===== src/rtl/protobuf_field_encoder_if.sv =====
// Word-in / byte-out stream bundle for the protobuf field encoder.
// The slave side is the encoder; the master side drives words and sinks bytes.
interface protobuf_field_encoder_if;
    logic        in_valid;
    logic        in_ready;
    logic [31:0] in_data;
    logic [1:0]  in_kind;
    logic [3:0]  in_strb;
    logic        in_last;
    logic        out_valid;
    logic        out_ready;
    logic [7:0]  out_data;
    logic        out_last;

    modport slave (
        input  in_valid, in_data, in_kind, in_strb, in_last, out_ready,
        output in_ready, out_valid, out_data, out_last
    );

    modport master (
        output in_valid, in_data, in_kind, in_strb, in_last, out_ready,
        input  in_ready, out_valid, out_data, out_last
    );
endinterface


===== src/rtl/protobuf_field_encoder.sv =====
// Encodes one 32-bit field word at a time into protobuf wire bytes (varint,
// zigzag varint or raw payload); the next word loads on the final-byte handshake.
module protobuf_field_encoder #(
    parameter int CNT_W = 16
) (
    input  logic                 clock_clk,
    input  logic                 reset_reset,
    protobuf_field_encoder_if.slave bus,
    output logic [CNT_W-1:0]     byte_count,
    output logic                 err
);
    typedef enum logic {IDLE = 1'b0, EMIT = 1'b1} state_t;

    state_t            state_reg, state_next;
    logic [31:0]       sr_reg, sr_next;
    logic [2:0]        rem_reg, rem_next;
    logic              raw_reg, raw_next;
    logic              last_reg, last_next;
    logic [CNT_W-1:0]  cnt_reg, cnt_next;
    logic              err_reg, err_next;

    logic              final_byte;
    logic              out_fire;
    logic              take;
    logic              strb_ok;
    logic              word_ok;
    logic [2:0]        strb_cnt;
    logic [31:0]       load_value;

    // Only contiguous lanes from byte 0 are legal, so popcount is a lookup.
    always_comb begin
        strb_ok  = 1'b1;
        strb_cnt = 3'd0;
        case (bus.in_strb)
            4'b0001: strb_cnt = 3'd1;
            4'b0011: strb_cnt = 3'd2;
            4'b0111: strb_cnt = 3'd3;
            4'b1111: strb_cnt = 3'd4;
            default: strb_ok  = 1'b0;
        endcase
    end

    assign word_ok = (bus.in_kind == 2'b00) || (bus.in_kind == 2'b01) ||
                     ((bus.in_kind == 2'b10) && strb_ok);

    assign load_value = (bus.in_kind == 2'b01)
                      ? ({bus.in_data[30:0], 1'b0} ^ {32{bus.in_data[31]}})
                      : bus.in_data;

    assign final_byte = raw_reg ? (rem_reg == 3'd1) : (sr_reg[31:7] == 25'd0);

    assign bus.out_valid = (state_reg == EMIT);
    assign bus.out_data  = raw_reg ? sr_reg[7:0] : {(sr_reg[31:7] != 25'd0), sr_reg[6:0]};
    assign bus.out_last  = (state_reg == EMIT) && final_byte && (!raw_reg || last_reg);
    // Held low during reset so every output reads 0 while reset is asserted.
    assign bus.in_ready  = !reset_reset &&
                           ((state_reg == IDLE) || (bus.out_ready && final_byte));

    assign out_fire = bus.out_valid && bus.out_ready;
    assign take     = bus.in_valid && bus.in_ready;

    always_comb begin
        state_next = state_reg;
        sr_next    = sr_reg;
        rem_next   = rem_reg;
        raw_next   = raw_reg;
        last_next  = last_reg;
        cnt_next   = cnt_reg;
        err_next   = 1'b0;

        if (out_fire) begin
            cnt_next = cnt_reg + CNT_W'(1);
            if (raw_reg) begin
                sr_next  = sr_reg >> 8;
                rem_next = rem_reg - 3'd1;
            end else begin
                sr_next  = sr_reg >> 7;
            end
            if (final_byte) begin
                state_next = IDLE;
            end
        end

        // A take in EMIT implies the final-byte handshake above, so the load
        // never collides with a byte still in flight.
        if (take) begin
            if (word_ok) begin
                state_next = EMIT;
                sr_next    = load_value;
                rem_next   = strb_cnt;
                raw_next   = (bus.in_kind == 2'b10);
                last_next  = (bus.in_kind == 2'b10) && bus.in_last;
            end else begin
                state_next = IDLE;
                err_next   = 1'b1;
            end
        end
    end

    always_ff @(posedge clock_clk or posedge reset_reset) begin
        if (reset_reset) begin
            state_reg <= IDLE;
            sr_reg    <= 32'd0;
            rem_reg   <= 3'd0;
            raw_reg   <= 1'b0;
            last_reg  <= 1'b0;
            cnt_reg   <= '0;
            err_reg   <= 1'b0;
        end else begin
            state_reg <= state_next;
            sr_reg    <= sr_next;
            rem_reg   <= rem_next;
            raw_reg   <= raw_next;
            last_reg  <= last_next;
            cnt_reg   <= cnt_next;
            err_reg   <= err_next;
        end
    end

    assign byte_count = cnt_reg;
    assign err        = err_reg;
endmodule


===== src/flat_wrapper.sv =====
// flat-port wrapper written by rule: the top's interface ports become plain ports
module protobuf_field_encoder_flat 
#(
    parameter int CNT_W = 16
)
  (clock_clk, reset_reset, byte_count, err, bus_in_valid, bus_in_data, bus_in_kind, bus_in_strb, bus_in_last, bus_out_ready, bus_in_ready, bus_out_valid, bus_out_data, bus_out_last);
  protobuf_field_encoder_if bus_i ();
  input  logic clock_clk;
  input  logic reset_reset;
  output logic [CNT_W-1:0] byte_count;
  output logic err;
  input wire logic [$bits(bus_i.in_valid)-1:0] bus_in_valid;
  input wire logic [$bits(bus_i.in_data)-1:0] bus_in_data;
  input wire logic [$bits(bus_i.in_kind)-1:0] bus_in_kind;
  input wire logic [$bits(bus_i.in_strb)-1:0] bus_in_strb;
  input wire logic [$bits(bus_i.in_last)-1:0] bus_in_last;
  input wire logic [$bits(bus_i.out_ready)-1:0] bus_out_ready;
  output wire logic [$bits(bus_i.in_ready)-1:0] bus_in_ready;
  output wire logic [$bits(bus_i.out_valid)-1:0] bus_out_valid;
  output wire logic [$bits(bus_i.out_data)-1:0] bus_out_data;
  output wire logic [$bits(bus_i.out_last)-1:0] bus_out_last;
  assign bus_i.in_valid = bus_in_valid;
  assign bus_i.in_data = bus_in_data;
  assign bus_i.in_kind = bus_in_kind;
  assign bus_i.in_strb = bus_in_strb;
  assign bus_i.in_last = bus_in_last;
  assign bus_i.out_ready = bus_out_ready;
  assign bus_in_ready = bus_i.in_ready;
  assign bus_out_valid = bus_i.out_valid;
  assign bus_out_data = bus_i.out_data;
  assign bus_out_last = bus_i.out_last;
  protobuf_field_encoder #(.CNT_W(CNT_W)) u_core (.clock_clk(clock_clk), .reset_reset(reset_reset), .bus(bus_i), .byte_count(byte_count), .err(err));
endmodule

===== config.mk =====
export PLATFORM = sky130hd
export DESIGN_NAME = protobuf_field_encoder_flat
export DESIGN_NICKNAME = d
export VERILOG_FILES = /design/src/rtl/protobuf_field_encoder_if.sv /design/src/rtl/protobuf_field_encoder.sv /design/src/flat_wrapper.sv
export SDC_FILE = /design/constraint.sdc
export NUM_CORES = 1
export LEC_CHECK = 0
export CORE_MARGIN = 3
export CORE_UTILIZATION = 30
export DETAILED_ROUTE_END_ITERATION = 10
export DONT_BUFFER_PORTS = 1
export GPL_ROUTABILITY_DRIVEN = 0
export SYNTH_ARGS = -nofsm -noshare
export SYNTH_HDL_FRONTEND = slang
export SYNTH_SLANG_ARGS = --single-unit

===== constraint.sdc =====
create_clock -name clock_clk -period 3.9 [get_ports clock_clk]
set_input_delay 0.585 -clock clock_clk [delete_from_list [all_inputs] [get_ports clock_clk]]
set_output_delay 0.585 -clock clock_clk [all_outputs]
set_load 0.01 [all_outputs]

==> metrics.yaml, run 1 <==
run_status:
  status: "finished, final reports clean"
worst_setup_path:
  worstPathMaxFanout: 26
  critical_path_class: "flip-flop to output pin"
  cp-start-kind: "flip-flop"
  timing.rr.end: "u_core.rem_reg[1]$_DFF_PP0_"
  reg2reg_slack_ps: 1540
  cp-endpoint: "bus_in_ready"
  setup.worst_path.start: "u_core.raw_reg$_DFFE_PP0P_"
  reg2reg_from: "u_core.raw_reg$_DFFE_PP0P_"
  cp.arrival_ps: 1970
  rr_worst_depth: 7
  cp.required_ps: 3310
  end_kind: "output pin"
timing:
  worstMarginPinSlew_ps: 1071
  slew_violations: 0
  rsz0062_at_grt: "no"
  clock.fmax_mhz: 391.2
  setup_ws_ps: 1344
  tns_ps: 0
  min_period_ps: 2556
  setup_viol: 0
  finalHoldViolations: 0
  maxSlewHeadroom_pct: 28.59
  fin_skew_ps: 9.247
  finalCritPeriodShare_pct: 65.54
  hold_ws_ps: 374.5
yosys:
  synth_area_sq_mm: 0.003557
  synth_nets: 439
  yosys_warnings: 0
  netlist_top_cells_area: "dfrtp_1, mux2i_1, xnor2_1"
  synth_cell_type_count: 34
  synthFlopType: "dfrtp_1"
  synthAdderAreaFrac_pct: 1.055
  synth_top_cell_area_share_pct: 38.69
  synth_top_family_by_area: "multiplexers"
  synth_xor_area_share_pct: 12.06
  synth.area.mux_share_pct: 16.92
  synth_edf_count: 0
  async_flop_share_pct: 100.0
  syn_area_per_cell_sq_um: 9.051
  synth_common_cells: "nor2_1, mux2i_1, a21oi_1"
  ys_ff_latch: 55
  yosysTopAreaCell: "dfrtp_1"
  synth_seq_area_share_pct: 38.69
  synth_cells: 393
  synth_compound_area_share_pct: 9.286
  yosys.area_share.simple_pct: 16.07
  synthMostInstantiatedCell: "nor2_1"
pwr:
  seqPwrFrac_pct: 46.1
  power_frac_comb_pct: 32.4
  leakage_nw: 1.698
  ir_worst_vdd_v: 0.0001866
  powerDensity_mw_per_mm2: 556.8
  switchingPower_uw: 795.4
  switching_share_pct: 38.22
  p_clk_share_pct: 21.5
  p_int_mw: 1.286
  p_total_mw: 2.081
job:
  drv_cap: 0
clock_tree:
  clock_sinks: 55
  insertion_delay_ps: 290
  ctsResizeCount: 0
  cts_setup_buffers: 0
  cts_tree: "done"
  hold_buffers: 0
  htree_num_levels: 2
  clockRootBuffer: "clkbuf_16"
  cts_buffer_depth: 2
  numCtsBuffers: 5
  clk_pin_slew_ps: 70
routing:
  routedWlPerCell_microns: 15.38
  dr.pass1.iters: 7
  drt-total-wl_microns: 7934
  drc_errors: 0
  drtAntennaViolNets: 0
  first_iter_violations: 99
  vias: 2566
  viasPerCell: 4.973
finish:
  syn2layout_area_growth_pct: 5.065
  fill_cells: 1191
  largest_reg_flops: 32
  final_core_util_pct: 32.45
  fin_nets: 418
  drive_above_1_share_pct: 5.362
  multi_input_area_sq_mm: 0.001981
  register_area_sq_mm: 0.001376
  diodes: 0
grt:
  track_usage_pct: 12.14
  grt_pass1_vias: 2573
  grt_pass1_wl_microns: 12970
  grt_max_degree: 63
  grt_remaining_overflow: 0
  grt_antenna_before_repair: 0
floorplanning:
  core_area_sq_mm: 0.01152
  dieHeight_microns: 114.9
  start_util_pct: 30.89
  rows: 39
  die-area_sq_mm: 0.01320
  die_w_microns: 114.9
  num_io_pins: 71
placement:
  pre_cts_ws_ps: 1513
  port_buffers: 0
  place_hpwl_microns: 5841
hold_path:
  hold_path_class: "primary input to asynchronous set/reset pin"
==> power by group through the flow <==
stage | registers (mW) | clock network [mW] | logic (mW)
global placement | 0.962 | 0 | 0.670
detailed placement | 0.975 | 0 | 0.682
finish | 0.960 | 0.446 | 0.675
global route | 0.990 | 0.478 | 0.774
floorplan | 0.885 | 0 | 0.646
CTS | 0.962 | 0.456 | 0.687
==> logic make-up (layout without fill, tap and decap cells) <==
kind of cell | count (synthesis) | after routing
xor gates and xnor gates | 49 | 49
and+or+nand+nor | 124 | 124
muxes | 60 | 60
adders and majority gates | 3 | 3
DFF | 55 | 55
buffers and inverters | 39 | 19
AOI/OAI and AO/OA | 63 | 63
==> routing by layer <==
layer,vias to the layer above,GRT usage [%],wire length [microns]
li1,1285,-,-
met1,1212,15.26,3503
met2,63,19.06,3618
met3,6,5.053,722
met4,0,3.678,89
met5,-,0,0
==> cell usage in the layout (no fill, tap or decap), drive strengths merged, types with 5 or more instances in the layout <==
master  count
nand4       7
inv         7
xnor2      44
dfrtp      55
clkbuf      5
xor2        5
nor2       63
a21oi      58
nand3       9
nand2      23
nor4        6
mux2i      59
==> stage by stage <==
stage | std cells | cell area (sq um)
finish | 516 | 3737
global route | 516 | 3737
CTS | 516 | 3737
detailed placement | 508 | 3592
global placement | 508 | 3592
floorplan | 393 | 3557
==> critical path: stages (launching register included) <==
cell and delay [ps]:
dfrtp_1 430, buf_4 280, nor4_1 310, nand4_1 180
o21ai_2 260, and2_1 220
==> how the worst min path moves through the flow <==
stage | to | from | cells after the start
global placement | u_core.last_reg$_DFFE_PP0P_ | u_core.last_reg$_DFFE_PP0P_ | 1
CTS | u_core.bus.out_valid$_DFFE_PP0P_ | reset_reset | 2
finish | u_core.bus.out_valid$_DFFE_PP0P_ | reset_reset | 2
floorplan | u_core.last_reg$_DFFE_PP0P_ | u_core.last_reg$_DFFE_PP0P_ | 1
global route | u_core.bus.out_valid$_DFFE_PP0P_ | reset_reset | 2
detailed placement | u_core.last_reg$_DFFE_PP0P_ | u_core.last_reg$_DFFE_PP0P_ | 1
==> cell type report <==
cell class	count	share of cell area, %
well taps	143	4.787
flip-flops and latches	55	36.83
clock inverters	3	0.5357
multi-input cells	299	53.00
repair buffers	4	0.8035
inverters	7	0.7030
clock buffers	5	3.348
Power figures use the tool's default switching activity.
==> run 2, diff against run 1 <==
==> constraint.sdc (replaced) <==
create_clock -name clock_clk -period 2.7 [get_ports clock_clk]
set_input_delay 0.405 -clock clock_clk [delete_from_list [all_inputs] [get_ports clock_clk]]
set_output_delay 0.405 -clock clock_clk [all_outputs]
set_load 0.01 [all_outputs]
==> run 2 against run 1 <==
Cell count is 0.19% higher. Core utilization is 0.32 points higher. Register-to-register slack worse by 920 ps. Global-route usage is 0.096 points lower. Final area is 0.97% higher. Wire length is 1.1% higher. Sequential power is 45% higher. First-iteration DRC count is 55% higher. Largest cell class unchanged. Highest routed layer unchanged.
==> metrics.yaml, run 2 (synthesized netlist as in run 1, its figures left out) <==
run_status:
  status: "finished, final reports clean"
routing:
  drt-total-wl_microns: 8021  # +1.1%
  vias: 2590  # +0.94%
  drc_errors: 0  # unchanged
  viasPerCell: 5.010  # +0.74%
  first_iter_violations: 153  # +55%
  routedWlPerCell_microns: 15.51  # +0.90%
  dr.pass1.iters: 4  # -3
  drtAntennaViolNets: 0  # unchanged
placement:
  port_buffers: 0  # unchanged
  place_hpwl_microns: 5822  # -0.33%
finish:
  fin_nets: 419  # +0.24%
  drive_above_1_share_pct: 5.615  # +0.25 points
  final_core_util_pct: 32.77  # +0.32 points
  diodes: 0  # unchanged
  final_common_cell: "nor2_1"
  largest_reg_flops: 32  # unchanged
  final_cell_mix: "nor2_1, mux2i_1, a21oi_1, dfrtp_1, xnor2_1"
  syn2layout_area_growth_pct: 6.085
job:
  drv_cap: 0  # unchanged
pwr:
  seqPwrFrac_pct: 44.8  # -1.3 points
  p_clk_share_pct: 24.1  # +2.6 points
  powerDensity_mw_per_mm2: 822.6  # +48%
  ir_worst_vdd_v: 0.0003374  # +81%
  switchingPower_mw: 1.129  # +42%
  switching_share_pct: 36.36  # -1.9 points
  power_frac_comb_pct: 31.1  # -1.3 points
  p_int_mw: 1.975  # +54%
  leakage_nw: 1.723  # +1.5%
floorplanning:
  die-area_sq_mm: 0.01320  # unchanged
  num_io_pins: 71  # unchanged
  dieHeight_microns: 114.9  # unchanged
  die_w_microns: 114.9  # unchanged
  rows: 39  # unchanged
  start_util_pct: 30.89  # unchanged
  core_area_sq_mm: 0.01152  # unchanged
timing:
  finalHoldViolations: 0  # unchanged
  rsz0062_at_grt: "no"
  worstMarginPinSlew_ps: 904.8  # -166.3 ps
  slew_violations: 0  # unchanged
  finalCritPeriodShare_pct: 79.74
  fin_skew_ps: 6.529  # -2.718 ps
  min_period_ps: 2153
  tns_ps: 0  # unchanged
  clock.fmax_mhz: 464.4
  hold_ws_ps: 208.2  # -166.3 ps
  setup_viol: 0  # unchanged
  maxSlewHeadroom_pct: 39.68  # +11 points
grt:
  track_usage_pct: 12.04  # -0.096 points
  grt_antenna_before_repair: 0  # unchanged
  grt_remaining_overflow: 0  # unchanged
  grt_pass1_wl_microns: 12860  # -0.86%
  grt_max_degree: 61  # -3.2%
  grt_pass1_vias: 2521  # -2.0%
clock_tree:
  clk_pin_slew_ps: 70  # about the same
  cts_tree: "done"
  cts_buffer_depth: 2  # unchanged
  htree_num_levels: 2  # unchanged
  numCtsBuffers: 5  # unchanged
  cts_setup_buffers: 0  # unchanged
  clock_sinks: 55  # unchanged
  clockRootBuffer: "clkbuf_16"
  insertion_delay_ps: 290  # about the same
  ctsResizeCount: 0  # unchanged
  hold_buffers: 0  # unchanged
worst_setup_path:
  rr_worst_depth: 6  # -1
  timing.rr.end: "u_core.sr_reg[3]$_DFF_PP0_"
  reg2reg_slack_ps: 620  # -920 ps
  cp.arrival_ps: 1750  # -220 ps
  end_kind: "output pin"
  worstPathMaxFanout: 5  # -81%
  cp-start-kind: "flip-flop"
  cp.required_ps: 2300  # -1010 ps
  reg2reg_from: "u_core.sr_reg[20]$_DFF_PP0_"
  critical_path_class: "flip-flop to output pin"
hold_path:
  hold_path_class: "primary input to asynchronous set/reset pin"
[run 2: cell count changes in the layout (fill, tap and decap cells not counted), sizes merged]
cell	delta
clkinvlp	-2
buf	+1
clkbuf	+1
bufinv	+1
[run 2: metrics by stage]
stage	total power [mW]	worst slack, ps	std cells	cell area, sq um
2_1_floorplan	2.212	419.0	393	3557
3_5_place_dp	2.390	614.0	509	3600
5_1_grt	3.332	385.7	517	3774
4_1_cts	3.143	511.9	517	3774
6_report	3.104	546.9	517	3774
3_3_place_gp	2.359	687.7	509	3600
[run 2: worst max path at each step]
stage / start / end / slack (ps) / cells past startpoint
after floorplan: reset_reset / bus_in_ready / 420 / 2
after global placement: u_core.sr_reg[10]$_DFF_PP0_ / u_core.sr_reg[29]$_DFF_PP0_ / 690 / 6
after detailed placement: u_core.raw_reg$_DFFE_PP0P_ / u_core.sr_reg[5]$_DFF_PP0_ / 610 / 6
after CTS: u_core.raw_reg$_DFFE_PP0P_ / bus_in_ready / 510 / 4
after global routing: u_core.sr_reg[19]$_DFF_PP0_ / bus_in_ready / 390 / 4
final: u_core.sr_reg[20]$_DFF_PP0_ / bus_in_ready / 550 / 4
[run 2: per-layer routing]
metal,up-vias,part of all wire (%),global-route usage [%],wire (microns)
met5,-,0,0,0
met4,0,0.90,2.660,72
met3,5,7.9,3.895,631
met2,63,48,20.14,3843
met1,1242,43,15.20,3473
li1,1280,-,-,-
[run 2: final cells by class]
cell class                 count  area [sq um]
fill                        1203          7742
multi-input combinational    299          1981
sequential                    55          1376
tap                          143         178.9
clock buffer                   6         138.9
timing repair buffer           5         37.54
clock inverter                 2         35.03
inverter                       7         26.28
[run 2: power groups by stage]
| stage | Combinational, mW | Sequential (mW) | Clock, mW |
|---|---|---|---|
| floorplan | 0.933 | 1.28 | 0 |
| global placement | 0.962 | 1.40 | 0 |
| detailed placement | 0.982 | 1.41 | 0 |
| CTS | 0.985 | 1.39 | 0.766 |
| global route | 1.11 | 1.43 | 0.795 |
| finish | 0.965 | 1.39 | 0.748 |
[run 2: critical path: stages (launching register included)]
cell,delay (ps)
dfrtp_1,430
nor4_2,390
nand4_1,170
o21ai_2,240
and2_1,230
==> run 3, diff against run 2 <==
==> constraint.sdc (replaced) <==
create_clock -name clock_clk -period 1.85 [get_ports clock_clk]
set_input_delay 0.2775 -clock clock_clk [delete_from_list [all_inputs] [get_ports clock_clk]]
set_output_delay 0.2775 -clock clock_clk [all_outputs]
set_load 0.01 [all_outputs]
==> run 3 against run 2 <==
The flow now finishes with violations (setup timing). Core utilization up 2.8 points. Critical path type unchanged. Die area unchanged. Critical path depth up 1. Combinational power up 110%. Clock skew down 1.1 ps. Global-route usage up 0.53 points. Total power up 66%.
==> metrics.yaml, run 3 (synthesized netlist as in run 1, its figures left out) <==
run_status:
  status: "finished with violations"
  violations: "setup timing"
worst_setup_path:
  crit_path_cell_trace: "nor4_2 > nand4_1 > o21ai_2 > buf_6 > and2_4"
  cp.arrival_ps: 1690  # -60 ps
  cp_top_family: "simple AND/OR/NAND/NOR gates"
  worstPathMaxFanout: 3  # -2
  cpPeakStageDelay_ps: 400  # -30 ps
  crit_slowest_cell: "dfrtp_1"
  cp.required_ps: 1570  # -730 ps
  critical_path_class: "flip-flop to output pin"
  path_buf_inv: 1  # +1
  cp-start-kind: "flip-flop"
  end_kind: "output pin"
routing:
  drt-total-wl_microns: 8594  # +7.1%
  drc_errors: 0  # unchanged
  dr.pass1.iters: 4  # unchanged
  vias: 2680  # +3.5%
  drtAntennaViolNets: 0  # unchanged
  routedWlPerCell_microns: 16.00  # +3.2%
  first_iter_violations: 132  # -14%
  viasPerCell: 4.991  # -0.38%
clock_tree:
  numCtsBuffers: 5  # unchanged
  clk_pin_slew_ps: 70  # about the same
  insertion_delay_ps: 290  # about the same
  htree_num_levels: 2  # unchanged
  clock_sinks: 55  # unchanged
  cts_tree: "done"
  clockRootBuffer: "clkbuf_16"
  cts_buffer_depth: 2  # unchanged
timing:
  setup_ws_ps: -119.0  # -665.9 ps
  worstMarginPinSlew_ps: 709.2  # -195.6 ps
  finalHoldViolations: 0  # unchanged
  slew_violations: 0  # unchanged
  hold_ws_ps: 93.80  # -114.4 ps
  rsz0062_at_grt: "yes"
  fin_skew_ps: 5.397  # -1.131 ps
  setup_viol: 38  # +38
  min_period_ps: 1969
  clock.fmax_mhz: 507.9
  finalCritPeriodShare_pct: 106.4
  maxSlewHeadroom_pct: 52.72  # +13 points
finish:
  fin_nets: 439  # +4.8%
  syn2layout_area_growth_pct: 15.16
  register_area_sq_mm: 0.001378  # about the same
  diodes: 0  # unchanged
  final_cell_mix: "nor2_1, mux2i_1, a21oi_1, dfrtp_1, xnor2_1"
  fill_cells: 1157  # -3.8%
  largest_reg_flops: 32  # unchanged
  drive_above_1_share_pct: 12.94  # +7.3 points
  multi_input_area_sq_mm: 0.002053  # +3.7%
  final_cell_count_no_fill: 537  # +3.9%
  final_common_cell: "nor2_1"
pwr:
  switchingPower_mw: 1.819  # +61%
  seqPwrFrac_pct: 37.5  # -7.3 points
  p_total_mw: 5.140  # +66%
  p_int_mw: 3.321  # +68%
  powerDensity_mw_per_mm2: 1255  # +53%
  switching_share_pct: 35.39  # -0.97 points
  leakage_nw: 1.881  # +9.2%
  p_clk_share_pct: 23.3  # -0.8 points
  ir_worst_vdd_v: 0.0005299  # +57%
  power_frac_comb_pct: 39.2  # +8.1 points
grt:
  grt_pass1_vias: 2684  # +6.5%
  grt_remaining_overflow: 0  # unchanged
  grt_max_degree: 63  # +3.3%
  grt_antenna_before_repair: 0  # unchanged
  track_usage_pct: 12.57  # +0.53 points
  grt_pass1_wl_microns: 13580  # +5.6%
placement:
  place_hpwl_microns: 6092  # +4.6%
  port_buffers: 0  # unchanged
  dp_cells: 523  # +2.8%
floorplanning:
  start_util_pct: 30.89  # unchanged
  rows: 39  # unchanged
  die-area_sq_mm: 0.01320  # unchanged
  die_w_microns: 114.9  # unchanged
  num_io_pins: 71  # unchanged
  dieHeight_microns: 114.9  # unchanged
  core_area_sq_mm: 0.01152  # unchanged
job:
  drv_cap: 0  # unchanged
hold_path:
  hold_path_class: "primary input to asynchronous set/reset pin"
run 3: changes by cell type in the layout (fill, tap and decap cells not counted), sizes merged:
| cell | delta |
|---|---|
| buf | +18 |
| bufinv | +1 |
| clkbuf | +2 |
| clkinv | -1 |
| clkinvlp | +1 |
| inv | -1 |
run 3: cell type report:
cell class              count  area share, %
clock inverters             2          1.466
repair buffers             25          6.536
well taps                 143          4.368
multi-input cells         299          50.12
inverters                   7         0.7330
clock buffers               6          3.146
flip-flops and latches     55          33.63
run 3: worst register-to-register path, cell delays in order (launching register included):
cell and delay (ps):
dfrtp_1 400, nor4_2 300, nand4_1 220, o21ai_2 210
buf_4 150, nand3_4 160, buf_12 220, mux2i_2 150
run 3: worst paths after layout:
check | from | to | slack, ps | cells after the start
min | reset_reset | u_core.rem_reg[2]$_DFF_PP0_ | 90 | 2
max | u_core.raw_reg$_DFFE_PP0P_ | bus_in_ready | -120 | 5
max in group asynchronous | reset_reset | u_core.sr_reg[20]$_DFF_PP0_ | 1250 | 2
min in group clock_clk | bus_in_kind[1] | u_core.raw_reg$_DFFE_PP0P_ | 150 | 1
min reg2reg | u_core.byte_count[15]$_DFFE_PP0P_ | u_core.byte_count[15]$_DFFE_PP0P_ | 530 | 1
max reg2reg | u_core.raw_reg$_DFFE_PP0P_ | u_core.sr_reg[2]$_DFF_PP0_ | -90 | 7
run 3: timing repair:
| action | 4_1_cts | 5_1_grt |
|---|---|---|
| resized for setup | 13 | 6 |
| gates cloned | 0 | 3 |
| hold buffers | 0 | 0 |
| pin swaps | 6 | 2 |
| buffers inserted | 3 | 0 |
| setup endpoints to repair | 3 | 40 |
run 3: power groups by stage:
| stage | Combinational (mW) | Clock [mW] | Sequential, mW |
|---|---|---|---|
| 2_1_floorplan | 1.36 | 0 | 1.87 |
| 3_3_place_gp | 1.76 | 0 | 1.90 |
| 3_5_place_dp | 1.81 | 0 | 1.92 |
| 4_1_cts | 1.95 | 1.22 | 1.92 |
| 5_1_grt | 2.24 | 1.27 | 1.97 |
| 6_report | 2.01 | 1.20 | 1.93 |
run 3: through the flow:
| step | worst slack, ps | util (%) | instance area [sq um] | setup TNS (ps) |
|---|---|---|---|---|
| 6_report | -119.0 | 35.57 | 4096 | -2652 |
| 3_5_place_dp | 7.849 | 32.42 | 3734 | 0 |
| 4_1_cts | -114.2 | 34.81 | 4009 | -354.3 |
| 2_1_floorplan | 136.7 | - | 3561 | 0 |
| 5_1_grt | -202.7 | 35.57 | 4096 | -6663 |
| 3_3_place_gp | 60.85 | 32.42 | 3734 | 0 |
run 3: per-layer routing:
metal  wire [microns]  GRT usage [%]
met1             3808          16.12
met2             4080          20.83
met3              605          3.632
met4               99          3.208
met5                0              0
